`src/rtl/led_debug_mux.sv`:
```
// Registered LED debug selector: direct slice, button view, timed auto-scroll
// and sticky bit-change capture, with a hold input that freezes the LED bank.
module led_debug_mux #(
    parameter int NUM_REGS   = 4,
    parameter int REG_W      = 32,
    parameter int LED_W      = 8,
    parameter int BTN_W      = 16,
    parameter int SCROLL_DIV = 16777216
) (
    input  logic                        clk,
    input  logic                        rst_b,
    input  logic [NUM_REGS*REG_W-1:0]   regs,
    input  logic [BTN_W-1:0]            buttons,
    input  logic [7:0]                  SW,
    input  logic                        hold,
    output logic [LED_W-1:0]            LD,
    output logic [((NUM_REGS*REG_W/LED_W) > 1 ? $clog2(NUM_REGS*REG_W/LED_W) : 1)-1:0] scroll_idx
);

    localparam int SLICES  = NUM_REGS * REG_W / LED_W;
    localparam int BSLICES = BTN_W / LED_W;
    localparam int SEL_W   = (SLICES > 1) ? $clog2(SLICES) : 1;
    localparam int DIV_W   = (SCROLL_DIV > 1) ? $clog2(SCROLL_DIV) : 1;

    localparam logic [1:0] MODE_DIRECT = 2'b00;
    localparam logic [1:0] MODE_BTN    = 2'b01;
    localparam logic [1:0] MODE_SCROLL = 2'b10;
    localparam logic [1:0] MODE_STICKY = 2'b11;

    localparam logic [DIV_W-1:0] DIV_LAST = DIV_W'(SCROLL_DIV - 1);
    localparam logic [SEL_W-1:0] SEL_LAST = SEL_W'(SLICES - 1);

    logic [LED_W-1:0] r_ld;
    logic [SEL_W-1:0] r_scroll_idx;
    logic [DIV_W-1:0] r_div;
    logic [LED_W-1:0] r_sticky;
    logic [LED_W-1:0] r_prev;
    logic [1:0]       r_mode_q;
    logic [5:0]       r_idx_q;

    logic [1:0]       w_mode;
    logic [5:0]       w_idx;
    logic             w_entry;
    logic             w_sticky_clr;
    logic [LED_W-1:0] w_sw_slice;
    logic [LED_W-1:0] w_btn_slice;
    logic [LED_W-1:0] w_scroll_slice;
    logic [LED_W-1:0] w_ld_next;

    assign w_mode       = SW[7:6];
    assign w_idx        = SW[5:0];
    assign w_entry      = (w_mode != r_mode_q);
    assign w_sticky_clr = w_entry || (w_idx != r_idx_q);

    // Slice selection; indices past the last slice read as zero.
    always_comb begin
        w_sw_slice     = {LED_W{1'b0}};
        w_btn_slice    = {LED_W{1'b0}};
        w_scroll_slice = {LED_W{1'b0}};
        for (int s = 0; s < SLICES; s++) begin
            w_sw_slice     = (int'(w_idx) == s) ? regs[s*LED_W +: LED_W] : w_sw_slice;
            w_scroll_slice = (r_scroll_idx == SEL_W'(s)) ? regs[s*LED_W +: LED_W] : w_scroll_slice;
        end
        for (int b = 0; b < BSLICES; b++) begin
            w_btn_slice = (int'(w_idx) == b) ? buttons[b*LED_W +: LED_W] : w_btn_slice;
        end
    end

    // Next LED value for the currently selected mode.
    always_comb begin
        w_ld_next = {LED_W{1'b0}};
        case (w_mode)
            MODE_DIRECT: w_ld_next = w_sw_slice;
            MODE_BTN:    w_ld_next = w_btn_slice;
            MODE_SCROLL: w_ld_next = w_scroll_slice;
            MODE_STICKY: w_ld_next = r_sticky;
            default:     w_ld_next = {LED_W{1'b0}};
        endcase
    end

    // Mode tracking, scroll divider/pointer, sticky capture and LED register.
    always_ff @(posedge clk or negedge rst_b) begin
        if (!rst_b) begin
            r_ld         <= {LED_W{1'b0}};
            r_scroll_idx <= {SEL_W{1'b0}};
            r_div        <= {DIV_W{1'b0}};
            r_sticky     <= {LED_W{1'b0}};
            r_prev       <= {LED_W{1'b0}};
            r_mode_q     <= 2'b00;
            r_idx_q      <= 6'd0;
        end else begin
            r_mode_q <= w_mode;
            r_idx_q  <= w_idx;
            case (w_mode)
                MODE_SCROLL: begin
                    if (w_entry) begin
                        r_scroll_idx <= {SEL_W{1'b0}};
                        r_div        <= {DIV_W{1'b0}};
                    end else if (!hold) begin
                        if (r_div == DIV_LAST) begin
                            r_div        <= {DIV_W{1'b0}};
                            r_scroll_idx <= (r_scroll_idx == SEL_LAST) ? {SEL_W{1'b0}}
                                                                       : r_scroll_idx + SEL_W'(1);
                        end else begin
                            r_div <= r_div + DIV_W'(1);
                        end
                    end else begin
                        r_div <= r_div;
                    end
                end
                // Capture keeps accumulating through hold so no toggle is missed.
                MODE_STICKY: begin
                    r_prev <= w_sw_slice;
                    if (w_sticky_clr) begin
                        r_sticky <= {LED_W{1'b0}};
                    end else begin
                        r_sticky <= r_sticky | (w_sw_slice ^ r_prev);
                    end
                end
                default: begin
                    r_div <= r_div;
                end
            endcase
            if (!hold) begin
                r_ld <= w_ld_next;
            end else begin
                r_ld <= r_ld;
            end
        end
    end

    assign LD         = r_ld;
    assign scroll_idx = r_scroll_idx;

endmodule

```
`config.mk`:
```
export PLATFORM = sky130hd
export DESIGN_NAME = led_debug_mux
export DESIGN_NICKNAME = d
export VERILOG_FILES = /design/src/rtl/led_debug_mux.sv
export SDC_FILE = /design/constraint.sdc
export NUM_CORES = 1
export LEC_CHECK = 0
export ABC_AREA = 1
export CORE_MARGIN = 2
export CORE_UTILIZATION = 37
export DETAILED_ROUTE_END_ITERATION = 8
export PLACE_DENSITY = 0.67
export SETUP_SLACK_MARGIN = 0.1
export SLEW_MARGIN = 20
export SYNTH_ARGS = -nofsm -noshare
export SYNTH_HDL_FRONTEND = slang
export SYNTH_SLANG_ARGS = --single-unit
```
`constraint.sdc`:
```
create_clock -name clk -period 2.15 [get_ports clk]
set_input_delay 0.215 -clock clk [delete_from_list [all_inputs] [get_ports clk]]
set_output_delay 0.215 -clock clk [all_outputs]
set_load 0.1 [all_outputs]
```
After elaboration in Yosys (flattened, before gate mapping)

Cells that the tools add are included.
W data, S select, Z words.

Reductions and logical operators: 7
Mux-type cells: 43
Equality and inequality tests: 37
Bitwise operators: 2
$add $sub $neg: 2

Operators with widths:

| operator                | count |
|---|---|
| $mux W8                 | 35 |
| $mux W24                | 3 |
| $eq A6 B5 Y1 const B    | 8 |
| $eq A4 B4 Y1 const B    | 8 |
| $pmux W8 S4             | 1 |
| $add A24 B1 Y24 const B | 1 |
| $eq A24 B24 Y1 const B  | 1 |
| $eq A6 B4 Y1 const B    | 4 |
| $eq A4 B3 Y1 const B    | 4 |
| $mux W4                 | 4 |
| $eq A6 B3 Y1 const B    | 2 |
| $eq A4 B2 Y1 const B    | 2 |
| $or A8 B8 Y8            | 1 |
| $xor A8 B8 Y8           | 1 |
| $eq A6 B2 Y1 const B    | 1 |
| $logic_not A6 Y1        | 1 |
| $ne A6 B6 Y1            | 1 |
| $add A4 B1 Y4 const B   | 1 |
| $eq A2 B2 Y1 const B    | 2 |
| $eq A4 B1 Y1 const B    | 1 |
| $logic_not A4 Y1        | 1 |
| $reduce_and A3 Y1       | 1 |
| $eq A2 B1 Y1 const B    | 1 |
| $logic_not A2 Y1        | 1 |
| 5 further kinds         | 5 |

Output and inout bits: 12
Flip-flop bits (word level): 60

Depth between registers and ports, before layout

Word-level depth: 20
Gate-level depth with buffers: 23
Depth with buffers taken out: 21

Worst setup path after synthesis

No wires, ideal clock.

Path kind: flip-flop to flip-flop
From: register r_scroll_idx[0] (netlist: scroll_idx[0])
To: register r_ld[0] (netlist: LD[0])
Buffers on the path: 2
Data required time: 2030 ps
Cell stages (with the launch flop): 23
Setup time: 120 ps
Arrival time: 2787 ps
Slack: -757 ps
Cell sequence: dfrtp_1 -> inv_1 -> ha_1 -> buf_2 -> nand3_1 -> buf_2 -> nand2_1 -> inv_1 -> nand2_1 -> nand2_1 -> nand2_1 -> nand2_1 -> nand3_1 -> nand2_1 -> nand3_1 -> nand3_1 -> nand3_1 -> nand2_1 -> nand2_1 -> nand2_1 -> nand2_1 -> nand3_1 -> nand2_1

Cells in the longest elaborated chain, start to end: 18
Elaborated cells on any way between the ends: 33

RTL lines:

| item                     | RTL line | text |
|---|---|---|
| start: declaration       | 34       | `logic [SEL_W-1:0] r_scroll_idx;` |
| start signal: assignment | 85       | `r_scroll_idx <= {SEL_W{1'b0}};` |
| start signal: assignment | 97       | `r_scroll_idx <= {SEL_W{1'b0}};` |
| start signal: assignment | 102      | `r_scroll_idx <= (r_scroll_idx == SEL_LAST) ? {SEL_W{1'b0}}` |
| $logic_not A4 Y1         | 62       | `w_scroll_slice = (r_scroll_idx == SEL_W'(s)) ? regs[s*LED_W +: LED_W] : w_scroll_slice;` |
| $mux W8 (15 in series)   | 62       |  |
| $mux W8 (*)              | 62       |  |
| $pmux W8 S4 (*)          | 72       | `case (w_mode)` |
| end signal: assignment   | 84       | `r_ld <= {LED_W{1'b0}};` |
| end signal: assignment   | 125      | `r_ld <= w_ld_next;` |
| end signal: assignment   | 127      | `r_ld <= r_ld;` |
| end: declaration         | 33       | `logic [LED_W-1:0] r_ld;` |

Every way passes the cells marked *; elsewhere a longest branch is shown, timed or not.
A chain may end at the register's enable or synchronous reset.

Worst setup path after layout

From: register r_scroll_idx[1] (netlist: scroll_idx[1])
To: register r_ld[4] (netlist: LD[4])

Same word-level chain as after synthesis.

==> impl_metrics.py <==
metrics = {
    "synth": {
        "ys_seq_elements": 60,
        "syn_area_per_cell_sq_um": 5.635,
        "yosysWarnings": 0,
        "syn-cell-area_sq_um": 5899,
        "synth_cells": 1047,
        "yosysUniqueCellTypes": 33,
        "yosys.area.top_type": "dfrtp_1",
        "yosys-top-cells-area": "dfrtp_1, nand2_1, inv_1",
        "yosysTopAreaCellShare_pct": 25.45,
        "synth.yosys.seq_area_share_pct": 25.45,
        "syn-num-nets": 1207,
    },
    "die": {
        "core-area_sq_um": 15710,
        "fp.dieH_microns": 130.3,
        "dieArea_sq_um": 16970,
        "initial_utilization_pct": 37.55,
        "fp-row-count": 46,
        "die_w_microns": 130.3,
        "io_pins": 167,
    },
    "layout": {
        "diodes": 0,
        "nNetsFinal": 1497,
        "design_area_sq_um": 9945,
        "nFillCells": 1434,
        "area_growth_pct": 68.57,
        "drive_gt1_share_pct": 25.48,
        "final_util_pct": 63.29,
    },
    "cts": {
        "cts_tree": "yes",
        "cts_sinks": 60,
        "root_buffer": "clkbuf_16",
        "cts_made_buffers": 9,
        "clock_latency_ns": 0.33,
        "path_clk_slew_ns": 0.05,
        "cts_buffer_depth": 2,
        "ctsHtreeMaxLevel": 3,
    },
    "critical_path": {
        "crit_path_frequent_cell": "nand2_1",
        "worstPathArrival_ns": 2.60,
        "worstSetupStartpointType": "flop",
        "end_kind": "flop",
        "worstSetupPathType": "flop to flop",
        "worstPathRequired_ns": 2.37,
        "path_buf_inv": 3,
        "crit_chain": "inv_6 -> ha_4 -> buf_12 -> buf_6 -> nor2_4 -> nand3_1 -> nand3_1 -> nand2_1 -> nand2_1 -> nand2_1 -> nand2_1 -> nand2_1 -> nand3_1 -> nand2_1 -> nand3_1 -> nand3_1 -> nand3_1 -> nand2_1 -> nand2_1 -> nand2_1 -> nand2_1 -> nand3_1 -> nand2_1",
        "slowest_stage": "dfrtp_4",
        "critPathTopFamily": "simple AND/OR/NAND/NOR gates",
        "critPathMaxStageDelay_ns": 0.53,
        "path_max_fanout": 6,
    },
    "min_path": {
        "hold_path_class": "input port to flop",
    },
    "sta": {
        "skew_ns": 0.005056,
        "hold_viol_final": 0,
        "slew_headroom_pct": 55.17,
        "setup_ws_ns": -0.2295,
        "rsz0062_at_grt": "yes",
        "fin_crit_sh_pct": 110.7,
        "slew_violations": 0,
        "fmax_ghz": 0.4203,
        "setup_viol": 8,
        "fin_setup_tns_ns": -1.462,
        "period_minus_slack_ns": 2.380,
        "worst_pin_slew_ns": 0.6724,
    },
    "detailed_routing": {
        "antenna_left": 0,
        "drc_errors": 0,
        "wl_microns": 23920,
        "wl_per_cell_microns": 15.35,
        "firstDrtPassIters": 5,
        "via_count": 7925,
        "drt_iter0_markers": 737,
        "vias_per_cell": 5.087,
    },
    "global_route": {
        "top_usage_layer": "met2",
        "grt_pass1_wl_microns": 34290,
        "track_usage_pct": 25.72,
        "grt_pass1_vias": 6907,
        "grt_util_met1_pct": 33.66,
        "antenna_found_initial": 0,
        "grt_start_max_net_pins": 29,
        "grt.overflow.total": 0,
        "use_met3_pct": 3.321,
        "use_met2_pct": 44.23,
    },
    "placement": {
        "port_buffers": 166,
        "gp_congestion": 0.9497,
        "post_dp_cell_area_sq_um": 8656,
        "post-dp-hpwl_microns": 17450,
    },
    "pwr": {
        "leakage_nw": 4.700,
        "finalPower_w": 0.005241,
        "p_per_area_nw_per_um2": 527.1,
        "ir_drop_v": 0.0004639,
    },
    "run_status": {
        "status": "complete, but fails checks",
        "violations": "negative setup slack",
    },
    "job": {
        "drv_cap": 0,
    },
}
## repair_timing
action | 4_1_cts | 5_1_grt
setup buffers | 8 | 20
hold buffers | 1 | 0
resized for setup | 42 | 178
endpoints found under the hold margin | 23 | 0
endpoints found under the setup margin | 34 | 47
cloned | 1 | 3
pin swaps | 14 | 87
## synthesized netlist by cell type
cell type,number
xnor2_1,1
inv_2,2
buf_4,6
inv_1,155
or2_1,4
nand2_1,347
a21oi_2,1
a31oi_1,3
nand4_1,29
nor2_2,6
ha_1,5
a21oi_1,71
a211oi_1,6
nor2_1,131
o211a_1,1
and3_1,1
buf_6,3
o21ai_0,32
nor2_4,3
nor4_1,7
nand3_1,113
a221oi_1,2
xor2_1,13
or2_2,5
nand2_2,3
dfrtp_1,60
buf_2,11
clkbuf_2,1
clkbuf_1,10
nor3_1,8
nor3b_1,1
nand3b_1,5
a41oi_1,1
## stage by stage
| step | hold WS [ns] | worst slack [ns] | std cells |
|---|---|---|---|
| after detailed placement | 0.2778 | -0.4816 | 1510 |
| after floorplan | -0.08059 | -0.07384 | 1047 |
| final | 0.1161 | -0.2295 | 1558 |
| after global placement | 0.2827 | -0.4493 | 1510 |
| after global routing | 0.1284 | -0.3459 | 1558 |
| after CTS | 0.2587 | -0.1802 | 1536 |
## routing by layer
layer,vias to the layer above,part of all wire [%]
li1,3908,-
met1,3617,42
met2,353,48
met3,47,7.3
met4,0,2.5
met5,-,0
## final timing paths
kind	start	end	slack, ns	cells past startpoint
setup / recovery	scroll_idx[1]	LD[4]	-0.23	23
hold / removal	SW[2]	r_idx_q[2]	0.12	1
setup reg to reg	scroll_idx[1]	LD[4]	-0.23	23
hold reg to reg	LD[6]	LD[6]	0.48	2
max in group asynchronous	rst_b	r_div[16]	1.10	3
min in group asynchronous	rst_b	r_prev[1]	0.47	2
## placed cells by master (no fill, tap or decap), types with 6 or more instances in the layout
cell / n
clkdlybuf4s50_1: 146
nand2_2: 39
dfrtp_1: 56
clkbuf_2: 6
buf_4: 119
nand2_1: 309
buf_6: 23
a21oi_1: 66
nand4_1: 29
inv_2: 10
a21oi_2: 6
nor2_1: 102
nor2_2: 15
nor2_4: 24
o21ai_0: 27
a211oi_1: 6
xor2_1: 13
buf_12: 8
clkbuf_16: 9
nor3_1: 6
nand3_1: 76
nand3_2: 31
inv_1: 141
nand3_4: 6
## final cells by class
type	count	area, sq um	area share, %
Timing Repair inverter	2	15.01	0.1510
Inverter	157	614.3	6.178
Multi-Input combinational cell	800	4349	43.73
Sequential cell	60	1511	15.20
Clock buffer	11	232.7	2.340
Timing Repair Buffer	307	2851	28.67
Tap cell	216	270.3	2.718
Clock inverter	5	100.1	1.007
## logic make-up after synthesis
family / share of synthesized area [%]
flops: 25.45
xor+xnor: 2.079
compound gates: 10.58
simple gates: 47.85
fa+ha+maj: 1.060
buf+inv: 12.98
## where the power goes
part	total [W]	internal, W	switching, W
logic	0.00232	0.000988	0.00133
clock network	0.00163	0.00113	0.000502
registers	0.00129	0.00122	0.0000730
## state kept, by name, indices dropped and copies added, names as in the netlist
register	flops
r_idx_q	6
scroll_idx	4
r_mode_q	2
r_div	24
LD	8
r_sticky	8
r_prev	8
Note: power is estimated with default switching activity, not from simulation.
